[src/rtl/tagged_fifo_pkg.sv]
// Shared definitions for the tagged FIFO bank: tag sizing, legality checks
// and the full-FIFO redirect search.
package tagged_fifo_pkg;

  // Upper bound on channel count; sizes the full vector handed to the search.
  localparam int unsigned MAX_FIFOS = 32;

  // Bits needed to name one of n FIFOs.
  function automatic int unsigned tag_width(input int unsigned n);
    return (n < 2) ? 1 : $clog2(n);
  endfunction

  // Legal configurations: 2..MAX_FIFOS channels, power-of-two depth of at least 2.
  function automatic bit params_legal(input int unsigned n, input int unsigned depth);
    return (n >= 2) && (n <= MAX_FIFOS) && (depth >= 2) && ((depth & (depth - 1)) == 0);
  endfunction

  // Returns the FIFO a push lands in, or n when no FIFO can take it.
  // The requested FIFO wins if not full; otherwise, with redirect, the first
  // non-full FIFO searching start+1, start+2, ... modulo n.
  function automatic int unsigned next_non_full(input logic [MAX_FIFOS-1:0] full,
                                                input int unsigned start,
                                                input int unsigned n,
                                                input bit redirect);
    int unsigned result;
    int unsigned idx;
    result = n;
    if (start < n) begin
      if (!full[5'(start)]) begin
        result = start;
      end else if (redirect) begin
        for (int unsigned k = 1; k < MAX_FIFOS; k++) begin
          idx = (start + k) % n;
          if ((k < n) && (result == n) && !full[5'(idx)]) result = idx;
        end
      end
    end
    return result;
  endfunction

endpackage

[src/rtl/rr_arbiter.sv]
// Round-robin arbiter: the requester after the last winner has top priority.
module rr_arbiter #(
  parameter int unsigned N = 4
) (
  input  logic         clk,
  input  logic         rst_n,
  input  logic [N-1:0] req,
  input  logic         advance,
  output logic [N-1:0] gnt
);

  localparam int unsigned IW = $clog2(N);

  logic [IW-1:0] last_grant;
  logic [IW-1:0] winner;
  logic          found;

  // Pick the first requester at or after last_grant+1, wrapping modulo N.
  always_comb begin
    int unsigned idx;
    winner = last_grant;
    found  = 1'b0;
    for (int unsigned k = 1; k <= N; k++) begin
      idx = (32'(last_grant) + k) % N;
      if (!found && req[IW'(idx)]) begin
        winner = IW'(idx);
        found  = 1'b1;
      end
    end
    gnt = '0;
    if (advance && found) gnt[winner] = 1'b1;
  end

  // Priority pointer moves only when a grant is actually consumed.
  always_ff @(posedge clk or negedge rst_n) begin
    if (!rst_n) begin
      last_grant <= IW'(N - 1);
    end else if (advance && found) begin
      last_grant <= winner;
    end
  end

endmodule

[src/rtl/tagged_arbitrated_fifo_bank.sv]
// Bank of independent FIFOs with a tagged (optionally redirecting) push port
// and a single round-robin arbitrated, registered output port.
module tagged_arbitrated_fifo_bank
  import tagged_fifo_pkg::*;
#(
  parameter  int unsigned NUM_FIFOS = 4,
  parameter  int unsigned WIDTH     = 8,
  parameter  int unsigned DEPTH     = 4,
  parameter  bit          REDIRECT  = 1'b1,
  localparam int unsigned TAGWIDTH  = tag_width(NUM_FIFOS)
) (
  input  logic                 clk,
  input  logic                 rst_n,
  input  logic                 push,
  input  logic [TAGWIDTH-1:0]  push_sel,
  input  logic [WIDTH-1:0]     data_in,
  output logic                 push_ack,
  output logic [TAGWIDTH-1:0]  push_tag,
  input  logic [NUM_FIFOS-1:0] reqs,
  input  logic                 out_ready,
  output logic [NUM_FIFOS-1:0] gnt,
  output logic                 out_valid,
  output logic [WIDTH-1:0]     out_data,
  output logic [TAGWIDTH-1:0]  out_tag,
  output logic [NUM_FIFOS-1:0] full,
  output logic [NUM_FIFOS-1:0] empty
);

  localparam int unsigned AW = $clog2(DEPTH);

  if (!params_legal(NUM_FIFOS, DEPTH)) begin : g_bad_params
    $error("tagged_arbitrated_fifo_bank: illegal NUM_FIFOS/DEPTH");
  end

  logic [MAX_FIFOS-1:0] full_pad;
  int unsigned          target;
  logic [NUM_FIFOS-1:0] eligible;
  logic                 pop_en;
  logic [WIDTH-1:0]     head [NUM_FIFOS];
  logic [WIDTH-1:0]     pop_data;
  logic [TAGWIDTH-1:0]  pop_tag;

  // Resolve the push destination from start-of-cycle full flags.
  always_comb begin
    full_pad                = '0;
    full_pad[NUM_FIFOS-1:0] = full;
    target   = next_non_full(full_pad, 32'(push_sel), NUM_FIFOS, REDIRECT);
    push_ack = push && (target < NUM_FIFOS);
    push_tag = push_ack ? TAGWIDTH'(target) : '0;
  end

  for (genvar i = 0; i < NUM_FIFOS; i++) begin : g_fifo
    logic [AW:0]      wr_ptr;
    logic [AW:0]      rd_ptr;
    logic [WIDTH-1:0] mem [DEPTH];
    logic             wr_en;
    logic             rd_en;

    assign wr_en    = push_ack && (push_tag == TAGWIDTH'(i));
    assign rd_en    = gnt[i];
    assign full[i]  = (wr_ptr[AW] != rd_ptr[AW]) && (wr_ptr[AW-1:0] == rd_ptr[AW-1:0]);
    assign empty[i] = (wr_ptr == rd_ptr);
    assign head[i]  = mem[rd_ptr[AW-1:0]];

    // Pointers carry a wrap bit so full and empty are distinguishable.
    always_ff @(posedge clk or negedge rst_n) begin
      if (!rst_n) begin
        wr_ptr <= '0;
        rd_ptr <= '0;
      end else begin
        if (wr_en) wr_ptr <= wr_ptr + 1'b1;
        if (rd_en) rd_ptr <= rd_ptr + 1'b1;
      end
    end

    // Storage array; contents are meaningless while the FIFO is empty.
    always_ff @(posedge clk) begin
      if (wr_en) mem[wr_ptr[AW-1:0]] <= data_in;
    end
  end

  assign eligible = reqs & ~empty;
  assign pop_en   = (|eligible) && (!out_valid || out_ready);

  rr_arbiter #(
    .N(NUM_FIFOS)
  ) u_arb (
    .clk    (clk),
    .rst_n  (rst_n),
    .req    (eligible),
    .advance(pop_en),
    .gnt    (gnt)
  );

  // Select the granted FIFO's head word and index.
  always_comb begin
    pop_data = '0;
    pop_tag  = '0;
    for (int unsigned i = 0; i < NUM_FIFOS; i++) begin
      if (gnt[i]) begin
        pop_data = head[i];
        pop_tag  = TAGWIDTH'(i);
      end
    end
  end

  // Output register: load on pop, drop valid once the consumer takes it.
  always_ff @(posedge clk or negedge rst_n) begin
    if (!rst_n) begin
      out_valid <= 1'b0;
      out_data  <= '0;
      out_tag   <= '0;
    end else if (pop_en) begin
      out_valid <= 1'b1;
      out_data  <= pop_data;
      out_tag   <= pop_tag;
    end else if (out_ready) begin
      out_valid <= 1'b0;
    end
  end

endmodule
[config.mk]
export PLATFORM = sky130hd
export DESIGN_NAME = tagged_arbitrated_fifo_bank
export DESIGN_NICKNAME = d
export VERILOG_FILES = /design/src/rtl/tagged_fifo_pkg.sv /design/src/rtl/rr_arbiter.sv /design/src/rtl/tagged_arbitrated_fifo_bank.sv
export SDC_FILE = /design/constraint.sdc
export NUM_CORES = 1
export LEC_CHECK = 0
export ABC_CLOCK_PERIOD_IN_PS = 2600
export CAP_MARGIN = 30
export CORE_MARGIN = 3
export CORE_UTILIZATION = 30
export CTS_CLUSTER_DIAMETER = 40
export DETAILED_ROUTE_END_ITERATION = 12
export SETUP_SLACK_MARGIN = 0.4
export SYNTH_ARGS = -nofsm -noshare
export SYNTH_HDL_FRONTEND = slang
export SYNTH_SLANG_ARGS = --single-unit
[constraint.sdc]
create_clock -name clk -period 2.6 [get_ports clk]
set_input_delay 0.65 -clock clk [delete_from_list [all_inputs] [get_ports clk]]
set_output_delay 0.65 -clock clk [all_outputs]
set_load 0.03 [all_outputs]
==> metrics <==
aggregate global-route resource usage=0.133; post-layout instance area=10500 µm²; std cell rows=56; Clk Latency, worst-skew pair=0.41 ns; x dimension of the die=161 µm; antenna-violating nets left=0; total CTS buffers=17; CTS tree=built; crit share post-route=1.15; Hold Fails Final Rpt=0; Area Overhead vs Synth=45.6%; data required time at the worst endpoint=1.95 ns; last weighted congestion value of the routability-driven placer=0.764; leakage power=0.00399 µW; share of flip-flops with an asynchronous set or reset=0.224; status=finished, violations left; final cell utilization of the core=0.445; CTS H-tree depth=4; number of remaining DRC errors=0; non-filler cells in the finished layout=912; clock period minus final worst setup slack=2.99 ns; Pins Over Slew Limit=0; Antenna diodes=0; RSZ-0062 raised after global routing=true; DP HPWL=11.1 mm; Clock Skews=0.00710 ns; mean instance size in the synthesized netlist=16.9 µm²; first-pass iteration count of the detailed router=4; most used cells in the layout excluding fill and tap cells=128 x sky130_fd_sc_hd__edfxtp_1, 52 x sky130_fd_sc_hd__buf_6, 47 x sky130_fd_sc_hd__buf_4, 29 x sky130_fd_sc_hd__dfrtp_1, 27 x sky130_fd_sc_hd__mux4_2; post-synthesis net count=465; net count reported at finish=618; Hold Slack=0.361 ns; overflow left after global routing=0; CTS Hold Buffers Added=0; final critical-path setup slack=-0.388 ns; die footprint=25900 µm²; Ports=44; starting density of the core=0.306; Primary FF master, synth=sky130_fd_sc_hd__edfxtp_1; via density per instance=4.68; kind of critical path=reg2out; max_cap viols=0; wire length of the first global-routing pass=25.9 mm; number of clock sinks seen by CTS=165; distinct cell type count after synthesis=53; count of routing violations after the opening detailed-route iteration=342; number of flops mapped to enable cells by yosys=128; post-CTS clock slew at the launch and capture registers of the worst setup and hold paths=0.06 ns; start of the worst register-to-register path=g_fifo[1].wr_ptr[0]$_DFFE_PN0P_; CTS root buf=sky130_fd_sc_hd__clkbuf_16; height of the die=161 µm; Setup crit start kind=flop; power density over the cells=1350 nW/µm²; Reg-to-Reg End=g_fifo[0].mem[0][0]$_DFFE_PP_; input/output buffers=43; worst endpoint data arrival time=2.34 ns; total negative setup slack=-10.83 ns; worst-margin pin slew=0.889 ns; Clock Path Buffers=2; failing checks=negative setup slack; most common library cell in the layout ignoring fill and taps=sky130_fd_sc_hd__edfxtp_1; total vias in the final route=4269; path depth of the worst reg2reg path=16; total setup violations reported at the end of the flow=109; worst-case register-to-register setup slack=-0.15 ns; cell count after placement=829; synthesized instance count=427; top fanout value on the critical path=4; Peak Freq=0.335 GHz; DRT Wirelength=17.4 mm; Yosys reg bits=165; core region area=23500 µm²; maximum number of pins on one net before global-route repair=38; fraction of layout instances using a drive strength above 1=0.509; WL per Instance=19.1 µm; vias in the first global route=4345; portion of the post-synthesis area used by sequential elements=0.663; element type at the critical path end=primary output; filler instances=1983; Post-Place Cell Area=8670 µm²; Worst VDD drop=0.535 mV; Post-Synthesis Cell Area=7200 µm²; type of the most critical hold path=in2async; initial antenna violation count=0; synth warn=0; worst slew margin relative to its limit=0.407
[area by class of cell]
| cell class | instances | area [µm²] | area share |
|---|---|---|---|
| flip-flops and latches | 165 | 4780 | 0.456 |
| multi-input cells | 219 | 2900 | 0.276 |
| repair buffers | 150 | 1680 | 0.160 |
| clock buffers | 19 | 433 | 0.0413 |
| well taps | 319 | 399 | 0.0381 |
| clock inverters | 13 | 180 | 0.0172 |
| inverters | 27 | 110 | 0.0105 |
[worst max path at each step]
| stage | startpoint | to | slack (ns) |
|---|---|---|---|
| floorplan | g_fifo[1].rd_ptr[0]$_DFFE_PN0P_ | gnt[0] | -0.15 |
| global placement | reqs[2] | gnt[0] | -0.51 |
| detailed placement | reqs[2] | gnt[0] | -0.54 |
| CTS | g_fifo[2].wr_ptr[0]$_DFFE_PN0P_ | gnt[0] | -0.44 |
| global route | g_fifo[1].wr_ptr[1]$_DFFE_PN0P_ | push_tag[1] | -0.46 |
| finish | g_fifo[1].wr_ptr[2]$_DFFE_PN0P_ | gnt[0] | -0.39 |
[synthesized netlist by cell type (8+ instances only)]
cell type,count,share of area
sky130_fd_sc_hd__and3_1,12,0.010
sky130_fd_sc_hd__buf_2,8,0.0056
sky130_fd_sc_hd__dfrtp_1,35,0.12
sky130_fd_sc_hd__edfxtp_1,128,0.53
sky130_fd_sc_hd__ha_1,20,0.035
sky130_fd_sc_hd__inv_1,26,0.014
sky130_fd_sc_hd__mux2_2,8,0.013
sky130_fd_sc_hd__mux2i_1,9,0.013
sky130_fd_sc_hd__mux4_2,27,0.084
sky130_fd_sc_hd__nand2_1,16,0.0083
sky130_fd_sc_hd__nor2_1,11,0.0057
sky130_fd_sc_hd__xnor2_1,20,0.024
sky130_fd_sc_hd__xor2_1,11,0.013
[state kept, by name, summed over array words and instances, names as in the netlist]
name	cells
g_fifo.wr_ptr	12
out_data	8
g_fifo.rd_ptr	12
out_tag	2
out_valid	1
u_arb.last_grant	2
g_fifo.mem	128
[power by group]
part / total (µW) / leakage, µW / switching (µW) / internal [µW]
sequential: 3820 / 0.00158 / 405 / 3420
clock: 2590 / 0.000295 / 982 / 1610
combinational: 7710 / 0.00212 / 3620 / 4090
[kinds of logic (layout without fill, tap and decap cells)]
| kind of cell | Yosys count | count (layout) | share of synthesized area |
|---|---|---|---|
| AOI/OAI and AO/OA | 38 | 38 | 0.0369 |
| adders and majority gates | 20 | 20 | 0.0348 |
| and+or+nand+nor | 74 | 75 | 0.0591 |
| xor gates and xnor gates | 33 | 33 | 0.0422 |
| buffers and inverters | 44 | 209 | 0.0290 |
| muxes | 53 | 53 | 0.135 |
| DFF | 165 | 165 | 0.663 |
[metrics by stage]
stage	total power, µW	worst slack (ns)
finish	14100	-0.388
global route	14800	-0.465
CTS	12700	-0.438
detailed placement	9280	-0.541
global placement	9160	-0.510
floorplan	7330	-0.155
[critical path, stage by stage, from the launching register on]
cell	delay, ns
sky130_fd_sc_hd__dfrtp_2	0.47
sky130_fd_sc_hd__xor2_4	0.22
sky130_fd_sc_hd__buf_4	0.16
sky130_fd_sc_hd__nor3_4	0.15
sky130_fd_sc_hd__o22ai_2	0.11
sky130_fd_sc_hd__a211oi_4	0.27
sky130_fd_sc_hd__nor3b_4	0.37
sky130_fd_sc_hd__buf_12	0.17
[metal layers]
metal,global-route usage,vias to the layer above,wire length (µm)
li1,-,1932,-
met1,0.170,2216,7370
met2,0.229,98,8960
met3,0.0250,23,662
met4,0.0450,0,427
met5,0,-,0
[timing repair]
action | CTS | global route
gates resized for setup | 114 | 98
gates cloned | 2 | 2
endpoints found under the setup margin | 174 | 177
pin swaps | 32 | 43
buffers inserted | 24 | 23
endpoints found under the hold margin | 0 | 0
No activity file was read; power rests on OpenSTA's default activity.
